===== config.mk =====
export PLATFORM = sky130hd
export DESIGN_NAME = uart_rx_sampler
export DESIGN_NICKNAME = d
export VERILOG_FILES = /design/src/rtl/uart_pkg.sv /design/src/rtl/uart_rx_fifo.sv /design/src/rtl/uart_rx_sampler.sv
export SDC_FILE = /design/constraint.sdc
export NUM_CORES = 1
export LEC_CHECK = 0
export BUFFER_PORTS_ARGS = -buffer_cell sky130_fd_sc_hd__buf_4
export CAP_MARGIN = 20
export CORE_ASPECT_RATIO = 0.6
export CORE_UTILIZATION = 52
export CTS_BUF_LIST = sky130_fd_sc_hd__clkbuf_4 sky130_fd_sc_hd__clkbuf_8 sky130_fd_sc_hd__clkbuf_16
export DETAILED_ROUTE_END_ITERATION = 10
export PLACE_DENSITY = 0.69
export SLEW_MARGIN = 0
export SYNTH_ARGS = -nofsm -noshare
export SYNTH_HDL_FRONTEND = slang
export SYNTH_HIERARCHICAL = 1
export SYNTH_SLANG_ARGS = --single-unit

===== constraint.sdc =====
create_clock -name clk_i -period 3.5 [get_ports clk_i]
set_input_delay 0.35 -clock clk_i [delete_from_list [all_inputs] [get_ports clk_i]]
set_output_delay 0.35 -clock clk_i [all_outputs]
set_load 0.005 [all_outputs]

===== src/rtl/uart_pkg.sv =====
`default_nettype none
// ============================================================================
//  Module      : uart_pkg
//  Description : Shared definitions for the UART receive path: receiver FSM
//                state encoding, oversampling ratio, the tick indices at which
//                a bit is sampled, and the baud-divider rounding helper.
//  Revision    : 1.0  initial release
// ============================================================================
package uart_pkg;

  // Receiver FSM states. ST_PARITY is only reachable when the
  // receiver is built with UART_RX_PARITY_EN.
  typedef enum logic [2:0] {
    ST_IDLE   = 3'd0,
    ST_START  = 3'd1,
    ST_DATA   = 3'd2,
    ST_PARITY = 3'd3,
    ST_STOP   = 3'd4,
    ST_BREAK  = 3'd5
  } rx_state_e;

  localparam int UART_OVERSAMPLE = 16;

  // Oversample tick indices (within one bit) used for the 3-sample majority
  // vote. The bit decision is taken on the last of the three.
  localparam logic [3:0] SAMPLE_TICK_0 = 4'd7;
  localparam logic [3:0] SAMPLE_TICK_1 = 4'd8;
  localparam logic [3:0] SAMPLE_TICK_2 = 4'd9;

  // Rounded clocks-per-oversample-tick: round(clk_hz / (16 * baud)).
  function automatic int uart_div_round(input int clk_hz, input int baud);
    int den;
    den = UART_OVERSAMPLE * baud;
    return (clk_hz + den / 2) / den;
  endfunction

endpackage
`default_nettype wire


===== src/rtl/uart_rx_fifo.sv =====
`default_nettype none
// ============================================================================
//  Module      : uart_rx_fifo
//  Description : Small synchronous byte FIFO for received characters with a
//                registered head entry and registered valid flag.
//  Revision    : 1.0  initial release
//
//  Ports
//    clk_i        in   system clock, rising edge
//    reset_i      in   synchronous active-high reset
//    push_i       in   write push_data_i (ignored when full without a pop)
//    push_data_i  in   [7:0] byte to write
//    pop_i        in   remove the head entry (ignored when empty)
//    full_o       out  FIFO holds DEPTH entries
//    empty_o      out  FIFO holds no entries
//    valid_o      out  registered not-empty flag
//    head_o       out  [7:0] registered head entry
// ============================================================================
module uart_rx_fifo #(
  parameter int DEPTH = 4
) (
  input  logic       clk_i,
  input  logic       reset_i,
  input  logic       push_i,
  input  logic [7:0] push_data_i,
  input  logic       pop_i,
  output logic       full_o,
  output logic       empty_o,
  output logic       valid_o,
  output logic [7:0] head_o
);

  localparam int AW = $clog2(DEPTH);

  logic [AW-1:0] wr_ptr_q, wr_ptr_d;
  logic [AW-1:0] rd_ptr_q, rd_ptr_d;
  logic [AW:0]   count_q, count_d;
  logic [7:0]    head_q, head_d;
  logic          valid_q, valid_d;
  logic [7:0]    mem_q [DEPTH];

  logic do_pop;
  logic do_push;

  assign empty_o = (count_q == '0);
  assign full_o  = (count_q == (AW+1)'(DEPTH));

  // A pop frees the slot first, so a push into a full FIFO is still
  // accepted when a pop happens in the same cycle.
  assign do_pop  = pop_i & ~empty_o;
  assign do_push = push_i & (~full_o | do_pop);

  always_comb begin
    wr_ptr_d = wr_ptr_q;
    rd_ptr_d = rd_ptr_q;
    count_d  = count_q;
    head_d   = head_q;
    valid_d  = valid_q;

    if (do_push) wr_ptr_d = wr_ptr_q + 1'b1;
    if (do_pop)  rd_ptr_d = rd_ptr_q + 1'b1;

    case ({do_push, do_pop})
      2'b10:   count_d = count_q + 1'b1;
      2'b01:   count_d = count_q - 1'b1;
      default: count_d = count_q;
    endcase

    // The head register looks ahead at the next state. When the entry being
    // written this cycle becomes the head, it must bypass the memory.
    if (count_d != '0) begin
      if (do_push && (wr_ptr_q == rd_ptr_d)) begin
        head_d = push_data_i;
      end else begin
        head_d = mem_q[rd_ptr_d];
      end
    end
    valid_d = (count_d != '0);
  end

  always_ff @(posedge clk_i) begin
    if (reset_i) begin
      wr_ptr_q <= '0;
      rd_ptr_q <= '0;
      count_q  <= '0;
      head_q   <= 8'h00;
      valid_q  <= 1'b0;
    end else begin
      wr_ptr_q <= wr_ptr_d;
      rd_ptr_q <= rd_ptr_d;
      count_q  <= count_d;
      head_q   <= head_d;
      valid_q  <= valid_d;
    end
  end

  // Storage needs no reset; entries are only read once written.
  always_ff @(posedge clk_i) begin
    if (do_push) mem_q[wr_ptr_q] <= push_data_i;
  end

  assign head_o  = head_q;
  assign valid_o = valid_q;

endmodule
`default_nettype wire


===== src/rtl/uart_rx_sampler.sv =====
`default_nettype none
// ============================================================================
//  Module      : uart_rx_sampler
//  Description : 8N1 UART receiver with 16x oversampling, 3-sample majority
//                vote per bit and a small received-byte FIFO with a
//                valid/ready consumer interface.
//                Optional macro UART_RX_PARITY_EN adds an even-parity bit
//                between the data bits and the stop bit.
//  Revision    : 1.0  initial release
//
//  Ports
//    clk_i          in   system clock, rising edge
//    reset_i        in   synchronous active-high reset
//    rxd_i          in   asynchronous serial line, idle high
//    rx_data_o      out  [7:0] head-of-FIFO byte
//    rx_valid_o     out  FIFO not empty
//    rx_ready_i     in   consumer pop (effective when rx_valid_o is high)
//    frame_err_o    out  one-cycle pulse, stop bit sampled low
//    parity_err_o   out  one-cycle pulse, parity mismatch (0 without macro)
//    overrun_o      out  sticky, a received byte was dropped (FIFO full)
//    overrun_clr_i  in   clears overrun_o (a simultaneous set wins)
//    busy_o         out  frame in progress
// ============================================================================
module uart_rx_sampler
  import uart_pkg::*;
#(
  parameter int CLK_HZ     = 50_000_000,
  parameter int BAUD       = 115200,
  parameter int FIFO_DEPTH = 4
) (
  input  logic       clk_i,
  input  logic       reset_i,
  input  logic       rxd_i,
  output logic [7:0] rx_data_o,
  output logic       rx_valid_o,
  input  logic       rx_ready_i,
  output logic       frame_err_o,
  output logic       parity_err_o,
  output logic       overrun_o,
  input  logic       overrun_clr_i,
  output logic       busy_o
);

  localparam int DIV   = uart_div_round(CLK_HZ, BAUD);
  localparam int DIV_W = (DIV > 1) ? $clog2(DIV) : 1;
  localparam logic [DIV_W-1:0] DIV_LAST = DIV_W'(DIV - 1);

  rx_state_e  state_q, state_d;

  logic       rxd_meta_q, rxd_meta_d;
  logic       rxd_sync_q, rxd_sync_d;
  logic       rxd_prev_q, rxd_prev_d;

  logic [DIV_W-1:0] div_cnt_q, div_cnt_d;
  logic [3:0] tick_cnt_q, tick_cnt_d;
  logic       samp_a_q, samp_a_d;
  logic       samp_b_q, samp_b_d;
  logic [2:0] bit_cnt_q, bit_cnt_d;
  logic [7:0] shift_q, shift_d;

  logic       push_q, push_d;
  logic [7:0] push_data_q, push_data_d;
  logic       frame_err_q, frame_err_d;
  logic       overrun_q, overrun_d;

`ifdef UART_RX_PARITY_EN
  logic       par_bad_q, par_bad_d;
  logic       parity_err_q, parity_err_d;
`endif

  logic       tick;
  logic       decide;
  logic       maj;
  logic       fall;
  logic       pop;
  logic       drop;
  logic       fifo_full;
  logic       fifo_empty;

  assign fall   = rxd_prev_q & ~rxd_sync_q;
  assign tick   = (div_cnt_q == DIV_LAST);
  assign decide = tick & (tick_cnt_q == SAMPLE_TICK_2);
  assign maj    = (samp_a_q & samp_b_q) | (samp_a_q & rxd_sync_q) |
                  (samp_b_q & rxd_sync_q);

  assign pop  = rx_ready_i & ~fifo_empty;
  assign drop = push_q & fifo_full & ~pop;

  always_comb begin
    state_d     = state_q;
    rxd_meta_d  = rxd_i;
    rxd_sync_d  = rxd_meta_q;
    rxd_prev_d  = rxd_sync_q;
    div_cnt_d   = tick ? '0 : div_cnt_q + 1'b1;
    tick_cnt_d  = tick ? tick_cnt_q + 1'b1 : tick_cnt_q;
    samp_a_d    = samp_a_q;
    samp_b_d    = samp_b_q;
    bit_cnt_d   = bit_cnt_q;
    shift_d     = shift_q;
    push_d      = 1'b0;
    push_data_d = push_data_q;
    frame_err_d = 1'b0;
`ifdef UART_RX_PARITY_EN
    par_bad_d    = par_bad_q;
    parity_err_d = 1'b0;
`endif
    // Set takes priority over clear so a drop is never lost.
    overrun_d = drop ? 1'b1 : (overrun_clr_i ? 1'b0 : overrun_q);

    if (tick && (tick_cnt_q == SAMPLE_TICK_0)) samp_a_d = rxd_sync_q;
    if (tick && (tick_cnt_q == SAMPLE_TICK_1)) samp_b_d = rxd_sync_q;

    case (state_q)
      ST_IDLE: begin
        if (fall) begin
          // Align the oversample grid to the start edge.
          state_d    = ST_START;
          div_cnt_d  = '0;
          tick_cnt_d = '0;
          bit_cnt_d  = '0;
`ifdef UART_RX_PARITY_EN
          par_bad_d  = 1'b0;
`endif
        end
      end
      ST_START: begin
        if (decide) state_d = maj ? ST_IDLE : ST_DATA;
      end
      ST_DATA: begin
        if (decide) begin
          shift_d   = {maj, shift_q[7:1]};
          bit_cnt_d = bit_cnt_q + 1'b1;
          if (bit_cnt_q == 3'd7) begin
`ifdef UART_RX_PARITY_EN
            state_d = ST_PARITY;
`else
            state_d = ST_STOP;
`endif
          end
        end
      end
`ifdef UART_RX_PARITY_EN
      ST_PARITY: begin
        if (decide) begin
          par_bad_d    = maj ^ (^shift_q);
          parity_err_d = maj ^ (^shift_q);
          state_d      = ST_STOP;
        end
      end
`endif
      ST_STOP: begin
        if (decide) begin
          if (maj) begin
            // Leave for IDLE at the sample point so the next start edge
            // can be caught during the second half of the stop bit.
`ifdef UART_RX_PARITY_EN
            push_d = ~par_bad_q;
`else
            push_d = 1'b1;
`endif
            push_data_d = shift_q;
            state_d     = ST_IDLE;
          end else begin
            frame_err_d = 1'b1;
            state_d     = ST_BREAK;
          end
        end
      end
      ST_BREAK: begin
        if (rxd_sync_q) state_d = ST_IDLE;
      end
      default: state_d = ST_IDLE;
    endcase
  end

  always_ff @(posedge clk_i) begin
    if (reset_i) begin
      state_q      <= ST_IDLE;
      rxd_meta_q   <= 1'b1;
      rxd_sync_q   <= 1'b1;
      rxd_prev_q   <= 1'b1;
      div_cnt_q    <= '0;
      tick_cnt_q   <= '0;
      samp_a_q     <= 1'b1;
      samp_b_q     <= 1'b1;
      bit_cnt_q    <= '0;
      shift_q      <= 8'h00;
      push_q       <= 1'b0;
      push_data_q  <= 8'h00;
      frame_err_q  <= 1'b0;
      overrun_q    <= 1'b0;
`ifdef UART_RX_PARITY_EN
      par_bad_q    <= 1'b0;
      parity_err_q <= 1'b0;
`endif
    end else begin
      state_q      <= state_d;
      rxd_meta_q   <= rxd_meta_d;
      rxd_sync_q   <= rxd_sync_d;
      rxd_prev_q   <= rxd_prev_d;
      div_cnt_q    <= div_cnt_d;
      tick_cnt_q   <= tick_cnt_d;
      samp_a_q     <= samp_a_d;
      samp_b_q     <= samp_b_d;
      bit_cnt_q    <= bit_cnt_d;
      shift_q      <= shift_d;
      push_q       <= push_d;
      push_data_q  <= push_data_d;
      frame_err_q  <= frame_err_d;
      overrun_q    <= overrun_d;
`ifdef UART_RX_PARITY_EN
      par_bad_q    <= par_bad_d;
      parity_err_q <= parity_err_d;
`endif
    end
  end

  uart_rx_fifo #(
    .DEPTH (FIFO_DEPTH)
  ) u_fifo (
    .clk_i       (clk_i),
    .reset_i     (reset_i),
    .push_i      (push_q),
    .push_data_i (push_data_q),
    .pop_i       (pop),
    .full_o      (fifo_full),
    .empty_o     (fifo_empty),
    .valid_o     (rx_valid_o),
    .head_o      (rx_data_o)
  );

  assign frame_err_o = frame_err_q;
  assign overrun_o   = overrun_q;
  assign busy_o      = (state_q != ST_IDLE);
`ifdef UART_RX_PARITY_EN
  assign parity_err_o = parity_err_q;
`else
  assign parity_err_o = 1'b0;
`endif

endmodule
`default_nettype wire


* After elaboration in Yosys (flattened, before gate mapping)
Memories as Yosys holds them, arrays and structs flattened. A register that Yosys moved wholly into a read port is not among the register bits. Index checks and enable logic that the tools add are counted.
Operators by class: shift-type cells 0, bitwise gates (word level) 19, reductions and logical operators 13, add/sub/neg operators 7, div/mod/pow operators 0, equality and inequality tests 18, multiplexer cells 26, $mul 0, $lt $le $gt $ge 0
Operator list (count):
- two-way mux 3 bit | 9
- two-way mux 5 bit | 3
- one-hot mux 3 bit (5 select lines) | 1
- equality test 3 bit (second input constant) | 4
- two-way mux 4 bit | 3
- != test 2 bit (second input constant) | 6
- one-hot mux 3 bit (2 select lines) | 2
- bitwise AND 1 bit | 10
- equality test 4 bit (second input constant) | 2
- adder 3 x 1 -> 3 bit (second input constant) | 2
- logical NOT 3 bit | 2
- two-way mux 1 bit | 6
- inverter 1 bit | 6
- AND reduction 3 bit | 2
- AND reduction 6 bit | 1
- nonzero test 3 bit | 2
- adder 5 x 1 -> 5 bit (second input constant) | 1
- equality test 5 bit (second input constant) | 1
- adder 2 x 1 -> 2 bit (second input constant) | 2
- adder 4 x 1 -> 4 bit (second input constant) | 1
- equality test 4 x 3 -> 1 bit (second input constant) | 1
- two-way mux 2 bit | 2
- nonzero test 2 bit | 2
- equality test 3 x 1 -> 1 bit (second input constant) | 1
- other kinds (8) | 11
Word-level totals: bits in writable memories 32, memories kept 1, output and inout port bits 13, ROM bits 0, bits in latches 0, flip-flop bits (word level) 47
Memories:
- u_fifo.mem_q | words 4, width 8, read ports 1, clocked after Yosys merged registers in 1, write ports 1, line uart_rx_fifo.sv:40 | logic [7:0] mem_q [DEPTH];

* Logic depth before layout (Yosys ltp)
Gate-level depths: netlist (run 1).
depth after elaboration 9, gate-level depth with buffers 12, depth with buffers taken out 11

* Hierarchy
The synthesis (run 1) kept the hierarchy.
Modules (own cells, without submodules):
- uart_rx_fifo | cells an instance 214, area each 2469.9 sq um, instances 1, sequential area each 1281.2 sq um
- uart_rx_sampler | cells an instance 182, area each 1762.9 sq um, instances 1, sequential area each 780.7 sq um

* Worst setup path after synthesis (run 1)
OpenSTA, ideal clock, no wires.
path kind reg-to-reg, start register u_fifo.count_q[2], end register u_fifo.head_q[0], in the netlist u_fifo/head_o[0], read port of u_fifo.mem_q, required time 3.430 ns, path buffers 1, path slack 0.443 ns, stages on the path, launching flop included 13, arrival 2.987 ns, cells stage by stage dfxtp_1 buf_4 nor3_2 nor2b_1 nor2b_1 nand2b_1 fa_1 or3b_1 a32o_1 a21o_1 nor3_1 nand2_1 o21ai_1
Between the ends: longest elaborated chain between the ends 9, elaborated cells between the ends (all ways) 15, classes of those cells 2 x add/sub; 3 x eq/ne; 2 x mux; 6 x bitwise; 2 x reduce/logical
RTL lines:
- start, declared | line uart_rx_fifo.sv:37 | logic [AW:0] count_q, count_d;
- start signal, assigned | line uart_rx_fifo.sv:91 | count_q <= count_d;
- logical NOT 3 bit * | line uart_rx_fifo.sv:45 | assign empty_o = (count_q == '0);
- net fifo_empty | line uart_rx_sampler.sv:78 | logic fifo_empty;
- inverter 1 bit * | line uart_rx_sampler.sv:86 | assign pop = rx_ready_i & ~fifo_empty;
- bitwise AND 1 bit * | line uart_rx_sampler.sv:86
- net pop | line uart_rx_sampler.sv:75 | logic pop;
- bitwise AND 1 bit * | line uart_rx_fifo.sv:50 | assign do_pop = pop_i & ~empty_o;
- OR 1 bit | line uart_rx_fifo.sv:51 | assign do_push = push_i & (~full_o | do_pop);
- bitwise AND 1 bit | line uart_rx_fifo.sv:51
- equality test 2 x 1 -> 1 bit or equality test 2 bit (tied branches) | line uart_rx_fifo.sv:63 | case ({do_push, do_pop})
- one-hot mux 3 bit (2 select lines) | line uart_rx_fifo.sv:63
- nonzero test 3 bit | line uart_rx_fifo.sv:71 | if (count_d != '0) begin
- end, declared | line uart_rx_fifo.sv:38 | logic [7:0] head_q, head_d;
The timed path passes the listed nets; every way through them passes the cells marked *. A chain may end at the register's enable or synchronous reset.

* Worst setup path in the final report (run 1)
start register u_fifo.count_q[0], end register u_fifo.head_q[4], in the netlist u_fifo/head_o[4], read port of u_fifo.mem_q
Same word-level chain as after synthesis.

==> results.toml, run 1 <==
[clocking]
clk_pin_slew_ns = 0.06
cts_buffers = 9
cts_hold_buf = 0
cts_tree = "done"
cts-root-buf = "clkbuf_16"
htree_levels = 3
cts_setup_buffers = 0
post_cts_resized = 0
clockBufferDepth = 2
clock_latency_ns = 0.34
cts_num_sinks = 87

[detailed_routing]
dr.pass1.iters = 4
viasPerCell = 5.66
wl_um = 8430
via_count = 2910
drt_iter0_markers = 232
routedWlPerCell_um = 16.4
ant_nets = 0
drc = 0

[final_layout]
insertedDiodeCount = 0
drive_gt1_share_pct = 15.8
fin_nets = 418
multi_input_area_um2 = 1970
fillers = 684
area_growth_pct = 10.3
seqCellArea_um2 = 2060

[worst_setup_path]
worstPathMaxFanout = 10
path_depth = 10
regToRegEndpoint = "u_fifo/head_o[4]"
crit_buf_inv = 0
path_class = "reg2reg"
start_kind = "flop"
required_ns = 3.71
end_kind = "flop"
r2r-start = "u_fifo/count_q[0]"
r2r_slack_ns = 0.23
critPathMaxStageDelay_ns = 0.51
r2r_cells = 10
cpMostUsedCell = "nor2b_1"
cp_cell_sequence = "nor3_2 -> nor2b_1 -> nor2b_1 -> nand2b_1 -> fa_1 -> or3b_1 -> a32o_1 -> a21o_1 -> o21bai_1 -> o21ai_1"
crit_arrival_ns = 3.47
cp_top_family = "simple AND/OR/NAND/NOR gates"
crit_start = "u_fifo/count_q[0]"
crit_end = "u_fifo/head_o[4]"
cpMaxStageDelayCell = "dfxtp_1"

[floorplan]
start_util_pct = 53.7
die-width_um = 118
core_area_um2 = 7880
rows = 25
die_h_um = 71.9
ios = 18
design.die.area_um2 = 8520

[sta]
rsz0062_at_grt = "false"
maxSlewViolCount = 0
max_freq_mhz = 306
setup_viol = 0
fin_crit_sh_pct = 93.4
fin_setup_tns_ns = 0
finalClockSkew_ns = 0.00368
hold_viol = 0
max_slew_margin_pct = 56.0
setup_slack_ns = 0.232
worstMarginPinSlew_ns = 0.656
period_minus_slack_ns = 3.27

[pwr]
ir_drop_mv = 0.290
total_leakage_power_uw = 0.00177
p_per_area_nw_per_um2 = 467

[yosys]
synth_edf_count = 32
synth_async_sr_flop_share_pct = 0
synth_warnings = 6
yosysTopAreaCellShare_pct = 26.0
synth_top_cell_by_area = "dfxtp_1"
syn-num-nets = 413
avgSynthCellArea_um2 = 10.7
synthCells = 396
ys_seq_elements = 87
synthesis.area_um2 = 4230
ys_top_cells_by_area = "dfxtp_1, edfxtp_1, mux2i_1"
ys_seq_area_share_pct = 48.7
synthFlopType = "dfxtp_1"
synthDistinctLibCells = 65

[place]
gp_congestion = 0.808
port_buffers = 16
hpwl_um = 5680
post-place-ws_ns = 0.289

[global_routing]
grt_usage_pct = 21.4
antenna_found_initial = 0
grt_start_max_net_pins = 43
grt_pass1_wl_um = 13800
grt_pass1_vias = 2715
grt_overflow = 0

[outcome]
status = "finished, final reports clean"

[worst_hold_path]
min_path_cells = 2
min_path_type = "in2reg"

[job]
drv_cap = 0
[Yosys cell counts, drive strengths merged, types with 3 or more instances]
master,n
dfxtp,55
nand2,38
edfxtp,32
mux2i,22
nor2,22
buf,19
a21oi,13
nor3,13
o21ai,12
ha,11
inv,11
nor3b,11
nand3b,10
a22oi,9
clkbuf,9
o31ai,9
or3,9
mux2,8
nand2b,8
o221ai,8
xor2,8
nand3,6
nor2b,6
and2,5
a211oi,4
xnor2,4
nand4,3
o21bai,3
or2,3
or3b,3
[through the flow]
| stage | total power [µW] | area (µm²) | hold WS, ns | utilization (%) | std cells |
|---|---|---|---|---|---|
| floorplan | 1230 | 4230 | 0.389 | - | 396 |
| global placement | 1260 | 4380 | 0.393 | 55.5 | 498 |
| detailed placement | 1260 | 4380 | 0.393 | 55.5 | 498 |
| CTS | 2210 | 4670 | 0.175 | 59.3 | 514 |
| global route | 2260 | 4670 | 0.198 | 59.3 | 514 |
| finish | 2180 | 4670 | 0.187 | 59.3 | 514 |
[metal layers]
metal	track usage [%]	wire, µm	part of all wire, %	vias up
met2	29.9	3400	40	62
met1	31.5	4540	54	1399
met3	5.65	412	4.9	7
met5	0	0	0	-
met4	8.30	82	0.97	0
li1	-	-	-	1442
[where the power goes]
group | switching, µW | total (µW) | internal, µW
Sequential | 35.0 | 1090 | 1060
Clock | 387 | 939 | 552
Combinational | 70.1 | 150 | 80.2
[registers in the layout, summed over array words and instances, names as in the netlist, 2 cells and up]
signal           flops
u_fifo/rd_ptr_q      2
push_data_q          8
shift_q              8
u_fifo/wr_ptr_q      2
u_fifo/head_o        8
tick_cnt_q           4
bit_cnt_q            3
u_fifo/mem_q        32
state_q              3
u_fifo/count_q       3
div_cnt_q            5
[worst min path at each step]
stage,end,from,slack (ns)
after global routing,rxd_meta_q,rxd_i,0.20
final,rxd_meta_q,rxd_i,0.19
after floorplan,rxd_prev_d,rxd_meta_q,0.39
after detailed placement,rxd_prev_d,rxd_meta_q,0.39
after global placement,rxd_prev_d,rxd_meta_q,0.39
after CTS,rxd_meta_q,rxd_i,0.17
[cells by family after synthesis]
family | after synthesis | synth area share [%]
other | 1 | 0.0886
muxes | 30 | 7.33
adders and majority gates | 13 | 3.99
DFF | 87 | 48.7
buffers and inverters | 39 | 4.70
and+or+nand+nor | 146 | 19.9
xor gates and xnor gates | 12 | 2.93
AOI/OAI and AO/OA | 68 | 12.3
[placed cells by master, fill, tap and decap left out, types with 2 or more instances in the layout]
cell        synthesis  layout
dfxtp_1            55      55
nand2_1            38      38
edfxtp_1           32      32
nor2_1             22      22
mux2i_1            22      22
buf_4               5      22
a21oi_1            13      13
inv_1              11      11
nor3_1             11      11
ha_1               11      11
nor3b_1             9       9
clkbuf_16           0       9
nand3b_1            9       9
a22oi_1             9       9
xor2_1              8       8
o31ai_1             8       8
mux2_2              8       8
o221ai_1            8       8
or3_1               8       8
o21ai_1             8       8
nand2b_1            7       7
nor2b_1             6       6
nand3_1             6       6
and2_1              5       5
xnor2_1             3       3
o21bai_1            3       3
a211oi_1            3       3
or2_2               3       3
o21ai_0             3       3
or3b_1              2       2
nor4_1              2       2
nand4_1             2       2
nor3b_2             2       2
nand4b_1            2       2
clkinv_1            0       2
clkinvlp_4          0       2
inv_6               0       2
nor3_2              2       2
[layout make-up]
type / count / area share, %
sequential: 87 / 44.1
clock buffer: 9 / 4.82
clock inverter: 7 / 1.50
multi-input combinational: 270 / 42.2
inverter: 11 / 0.884
tap: 108 / 2.89
timing repair buffer: 22 / 3.54
Note: power is estimated with default switching activity, not from simulation.
==> run 2: changes to the inputs <==
--- a/config.mk
+++ b/config.mk
@@ -6,12 +6,12 @@
 export NUM_CORES = 1
 export LEC_CHECK = 0
 export BUFFER_PORTS_ARGS = -buffer_cell sky130_fd_sc_hd__buf_4
-export CAP_MARGIN = 20
+export CAP_MARGIN = 15
 export CORE_ASPECT_RATIO = 0.6
 export CORE_UTILIZATION = 52
 export CTS_BUF_LIST = sky130_fd_sc_hd__clkbuf_4 sky130_fd_sc_hd__clkbuf_8 sky130_fd_sc_hd__clkbuf_16
 export DETAILED_ROUTE_END_ITERATION = 10
-export PLACE_DENSITY = 0.69
+export PLACE_DENSITY = 0.67
 export SLEW_MARGIN = 0
 export SYNTH_ARGS = -nofsm -noshare
 export SYNTH_HDL_FRONTEND = slang
==> constraint.sdc (replaced) <==
create_clock -name clk_i -period 3.31 [get_ports clk_i]
set_input_delay 0.331 -clock clk_i [delete_from_list [all_inputs] [get_ports clk_i]]
set_output_delay 0.331 -clock clk_i [all_outputs]
set_load 0.005 [all_outputs]
==> run 2 against run 1 <==
Wire length is 2.9% lower. Global-route usage shrank 0.65 points. Largest cell class unchanged. Hold slack worse by 0.0019 ns. Cell area increased by 0.27%. Largest power group unchanged. Die area stayed put.
==> results.toml, run 2 (synthesis gave the netlist of run 1 again) <==
[floorplan]
die-width_um = 118
core_area_um2 = 7880
die_h_um = 71.9
design.die.area_um2 = 8520
rows = 25
start_util_pct = 53.7
ios = 18

[worst_hold_path]
min_path_type = "in2reg"
min_from = "rxd_i"
min_path_cells = 2
whs_endpoint = "rxd_meta_q"

[final_layout]
final_common_cell = "dfxtp_1"
insertedDiodeCount = 0
finish.utilization_pct = 59.4
instances_no_fill = 513
largest_register = "u_fifo/mem_q"
area_growth_pct = 10.6
fin_nets = 417
final_cell_mix = "dfxtp_1, nand2_1, edfxtp_1, nor2_1, mux2i_1"
largest_reg_flops = 32
design_area_um2 = 4680
drive_gt1_share_pct = 16.3

[global_routing]
grt_pass1_vias = 2534
grt_usage_pct = 20.8
grt_pass1_wl_um = 13400
grt_overflow = 0
antenna_found_initial = 0
grt_start_max_net_pins = 43

[detailed_routing]
viasPerCell = 5.61
via_count = 2876
drt_iter0_markers = 257
drc = 0
dr.pass1.iters = 5
wl_um = 8190
ant_nets = 0
routedWlPerCell_um = 16.0

[sta]
finalClockSkew_ns = 0.00706
maxSlewViolCount = 0
fin_setup_tns_ns = 0
period_minus_slack_ns = 3.01
fin_crit_sh_pct = 90.8
max_slew_margin_pct = 60.0
rsz0062_at_grt = "false"
worstMarginPinSlew_ns = 0.597
hold_viol = 0
max_freq_mhz = 333
setup_viol = 0

[worst_setup_path]
required_ns = 3.52
regToRegEndpoint = "u_fifo/head_o[6]"
r2r-start = "u_fifo/count_q[2]"
cpMaxStageDelayCell = "dfxtp_1"
critPathMaxStageDelay_ns = 0.50
crit_arrival_ns = 3.22
r2r_slack_ns = 0.30
start_kind = "flop"
cp_cell_sequence = "nor3_2 -> nor2b_1 -> nor2b_1 -> nand2b_1 -> fa_1 -> or3b_1 -> a32o_1 -> a21o_1 -> o21bai_2 -> o21ai_1"
cpMostUsedCell = "nor2b_1"
crit_buf_inv = 0
end_kind = "flop"
cp_top_family = "simple AND/OR/NAND/NOR gates"
r2r_cells = 10
worstPathMaxFanout = 10
path_class = "reg2reg"

[place]
port_buffers = 16
placed_area_um2 = 4370
gp_congestion = 0.800
placed_cells = 497
hpwl_um = 5680

[outcome]
status = "finished, final reports clean"

[clocking]
cts_tree = "done"
cts_buffers = 9
cts_hold_buf = 0
clock_latency_ns = 0.34
cts_setup_buffers = 0
post_cts_resized = 0
clockBufferDepth = 2
htree_levels = 3
cts_num_sinks = 87
cts-root-buf = "clkbuf_16"
clk_pin_slew_ns = 0.06

[job]
drv_cap = 0

[pwr]
total_leakage_power_uw = 0.00177
p_per_area_nw_per_um2 = 503
power_uw = 2360
ir_drop_mv = 0.261
run 2: worst max-delay path by stage:
stage / slack [ns] / cells past startpoint / to / from
after floorplan: 0.25 / 12 / u_fifo/head_o[0] / u_fifo/count_q[2]
after global placement: 0.28 / 10 / u_fifo/head_o[5] / u_fifo/count_q[2]
after detailed placement: 0.12 / 10 / u_fifo/head_o[6] / u_fifo/count_q[2]
after CTS: 0.12 / 10 / u_fifo/head_o[6] / u_fifo/count_q[2]
after global routing: 0.14 / 10 / u_fifo/head_o[2] / u_fifo/count_q[0]
final: 0.30 / 10 / u_fifo/head_o[6] / u_fifo/count_q[2]
run 2: area by class of cell:
| cell class | instances | area (µm²) |
|---|---|---|
| Clock buffer | 10 | 239 |
| Clock inverter | 6 | 72.6 |
| Fill cell | 670 | 3200 |
| Inverter | 11 | 41.3 |
| Multi-Input combinational cell | 270 | 1980 |
| Sequential cell | 87 | 2060 |
| Tap cell | 108 | 135 |
| Timing Repair Buffer | 21 | 158 |
run 2: metal layers:
layer | routed length [µm] | GRT usage [%] | share of wire, %
met1 | 4370 | 31.7 | 53
met2 | 3350 | 27.9 | 41
met3 | 454 | 5.81 | 5.5
met4 | 23 | 6.89 | 0.28
met5 | 0 | 0 | 0
run 2: through the flow:
step                setup WS, ns  hold WS (ns)
floorplan                  0.253         0.389
global placement           0.277         0.394
detailed placement         0.125         0.412
CTS                        0.119         0.172
global route               0.139         0.175
finish                     0.304         0.185
run 2: power breakdown:
group / total (µW) / switching [µW] / internal (µW)
combinational: 159 / 73.5 / 85.0
sequential: 1150 / 36.6 / 1120
clock: 1050 / 432 / 615
total: 2360 / 542 / 1820
==> run 3: changes to the inputs <==
--- a/config.mk
+++ b/config.mk
@@ -8,10 +8,10 @@
 export BUFFER_PORTS_ARGS = -buffer_cell sky130_fd_sc_hd__buf_4
 export CAP_MARGIN = 15
 export CORE_ASPECT_RATIO = 0.6
-export CORE_UTILIZATION = 52
+export CORE_UTILIZATION = 48
 export CTS_BUF_LIST = sky130_fd_sc_hd__clkbuf_4 sky130_fd_sc_hd__clkbuf_8 sky130_fd_sc_hd__clkbuf_16
 export DETAILED_ROUTE_END_ITERATION = 10
-export PLACE_DENSITY = 0.67
+export PLACE_DENSITY = 0.63
 export SLEW_MARGIN = 0
 export SYNTH_ARGS = -nofsm -noshare
 export SYNTH_HDL_FRONTEND = slang
==> run 3 against run 2 <==
Die area is 8.1% higher. Cell area is 0.27% lower. Sequential power hardly changed. Global-route usage is 0.27 points lower. Clock skew is 0.00077 ns higher. Wire length is 3.5% higher. Largest power group unchanged. Highest routed layer unchanged.
==> results.toml, run 3 (synthesis gave the netlist of run 1 again) <==
[detailed_routing]
drt_iter0_markers = 223
top_layer_used = "met4"
drc = 0
dr_wl_met3_um = 533
wl_met1_um = 4540
wl_um = 8480
routedWlPerCell_um = 16.4
viasPerCell = 5.68
ant_nets = 0
dr.pass1.iters = 5
via_count = 2941
wl_met2_um = 3240

[pwr]
ir_drop_mv = 0.299
total_leakage_power_uw = 0.00176
p_per_area_nw_per_um2 = 484

[worst_setup_path]
critPathMaxStageDelay_ns = 0.49
crit_buf_inv = 1
cpMostUsedCell = "nor2b_1"
cp_cell_sequence = "nor3_2 -> nor2b_1 -> nor2b_1 -> nand2b_1 -> fa_1 -> or3b_1 -> a32o_1 -> a21o_1 -> nor3_1 -> buf_4 -> nand2_1 -> o21ai_1"
crit_start = "u_fifo/count_q[2]"
r2r-start = "u_fifo/count_q[2]"
start_kind = "flop"
path_class = "reg2reg"
path_depth = 12
r2r_slack_ns = 0.32
required_ns = 3.58
cp_top_family = "simple AND/OR/NAND/NOR gates"
cpMaxStageDelayCell = "dfxtp_1"
r2r_cells = 12
crit_end = "u_fifo/head_o[4]"
regToRegEndpoint = "u_fifo/head_o[4]"
crit_arrival_ns = 3.26
end_kind = "flop"
worstPathMaxFanout = 10

[sta]
period_minus_slack_ns = 2.99
maxSlewViolCount = 0
rsz0062_at_grt = "false"
fin_setup_tns_ns = 0
setup_slack_ns = 0.319
hold_viol = 0
fin_crit_sh_pct = 90.4
finalClockSkew_ns = 0.00784
max_slew_margin_pct = 55.2
max_freq_mhz = 334
worstMarginPinSlew_ns = 0.668
setup_viol = 0

[place]
port_buffers = 16
placed_cells = 502
hpwl_um = 5900
gp_congestion = 0.807
placed_area_um2 = 4380
post-place-ws_ns = 0.142

[clocking]
clk_pin_slew_ns = 0.06
clock_latency_ns = 0.34
cts_buffers = 9
cts_tree = "done"
cts_num_sinks = 87
cts-root-buf = "clkbuf_16"
htree_levels = 3
clockBufferDepth = 2

[floorplan]
rows = 26
design.die.area_um2 = 9210
die-width_um = 123
die_h_um = 74.7
core_area_um2 = 8520
ios = 18
start_util_pct = 49.7

[global_routing]
grt_start_max_net_pins = 43
antenna_found_initial = 0
grt_usage_pct = 20.5
grt_pass1_vias = 2666
grt_pass1_wl_um = 13900
grt_overflow = 0

[final_layout]
fillers = 732
design_area_um2 = 4670
area_growth_pct = 10.3
instances_no_fill = 518
largest_register = "u_fifo/mem_q"
insertedDiodeCount = 0
drive_gt1_share_pct = 16.5
final_cell_mix = "dfxtp_1, nand2_1, edfxtp_1"
finish.utilization_pct = 54.8
largest_reg_flops = 32
final_common_cell = "dfxtp_1"
fin_nets = 418

[outcome]
status = "finished, final reports clean"

[job]
drv_cap = 0

[worst_hold_path]
min_path_type = "in2reg"
run 3: timing repair:
item / 4_1_cts / 5_1_grt
gates resized for setup: 0 / 3
setup endpoints to repair: 0 / 9
buffers inserted: 0 / 0
hold buffers: 0 / 0
run 3: layout make-up:
type                    count  area (µm²)  share of cell area (%)
well taps                 112         140                    3.00
inverters                  11        41.3                   0.884
multi-input cells         270        1980                    42.5
repair buffers             22         165                    3.54
clock buffers              10         233                    4.98
flip-flops and latches     87        2060                    44.2
clock inverters             6        45.0                   0.964
run 3: metrics by stage:
stage / hold slack (ns) / power (µW)
after floorplan: 0.389 / 1300
after global placement: 0.391 / 1330
after detailed placement: 0.395 / 1340
after CTS: 0.162 / 2290
after global routing: 0.177 / 2340
final: 0.173 / 2260
run 3: where the power goes:
| group | total, µW | switching (µW) | leakage, µW | internal, µW |
|---|---|---|---|---|
| logic | 160 | 74.6 | 0.000886 | 85.3 |
| registers | 1150 | 37.8 | 0.000741 | 1120 |
| clock network | 946 | 424 | 0.000131 | 522 |
| total | 2260 | 537 | 0.00176 | 1720 |
run 3: per-layer routing:
| layer | up-vias | global-route usage [%] |
|---|---|---|
| li1 | 1441 | - |
| met5 | - | 0 |
| met2 | 83 | 27.3 |
| met1 | 1404 | 30.7 |
| met3 | 13 | 6.14 |
| met4 | 0 | 8.17 |
run 3: how the worst min path moves through the flow:
stage                     startpoint          to  slack (ns)  depth (start not counted)
after CTS                      rxd_i  rxd_meta_q        0.16                          2
after global placement    rxd_meta_q  rxd_prev_d        0.39                          1
after floorplan           rxd_meta_q  rxd_prev_d        0.39                          1
after detailed placement  rxd_meta_q  rxd_prev_d        0.39                          1
final                          rxd_i  rxd_meta_q        0.17                          2
after global routing           rxd_i  rxd_meta_q        0.18                          2
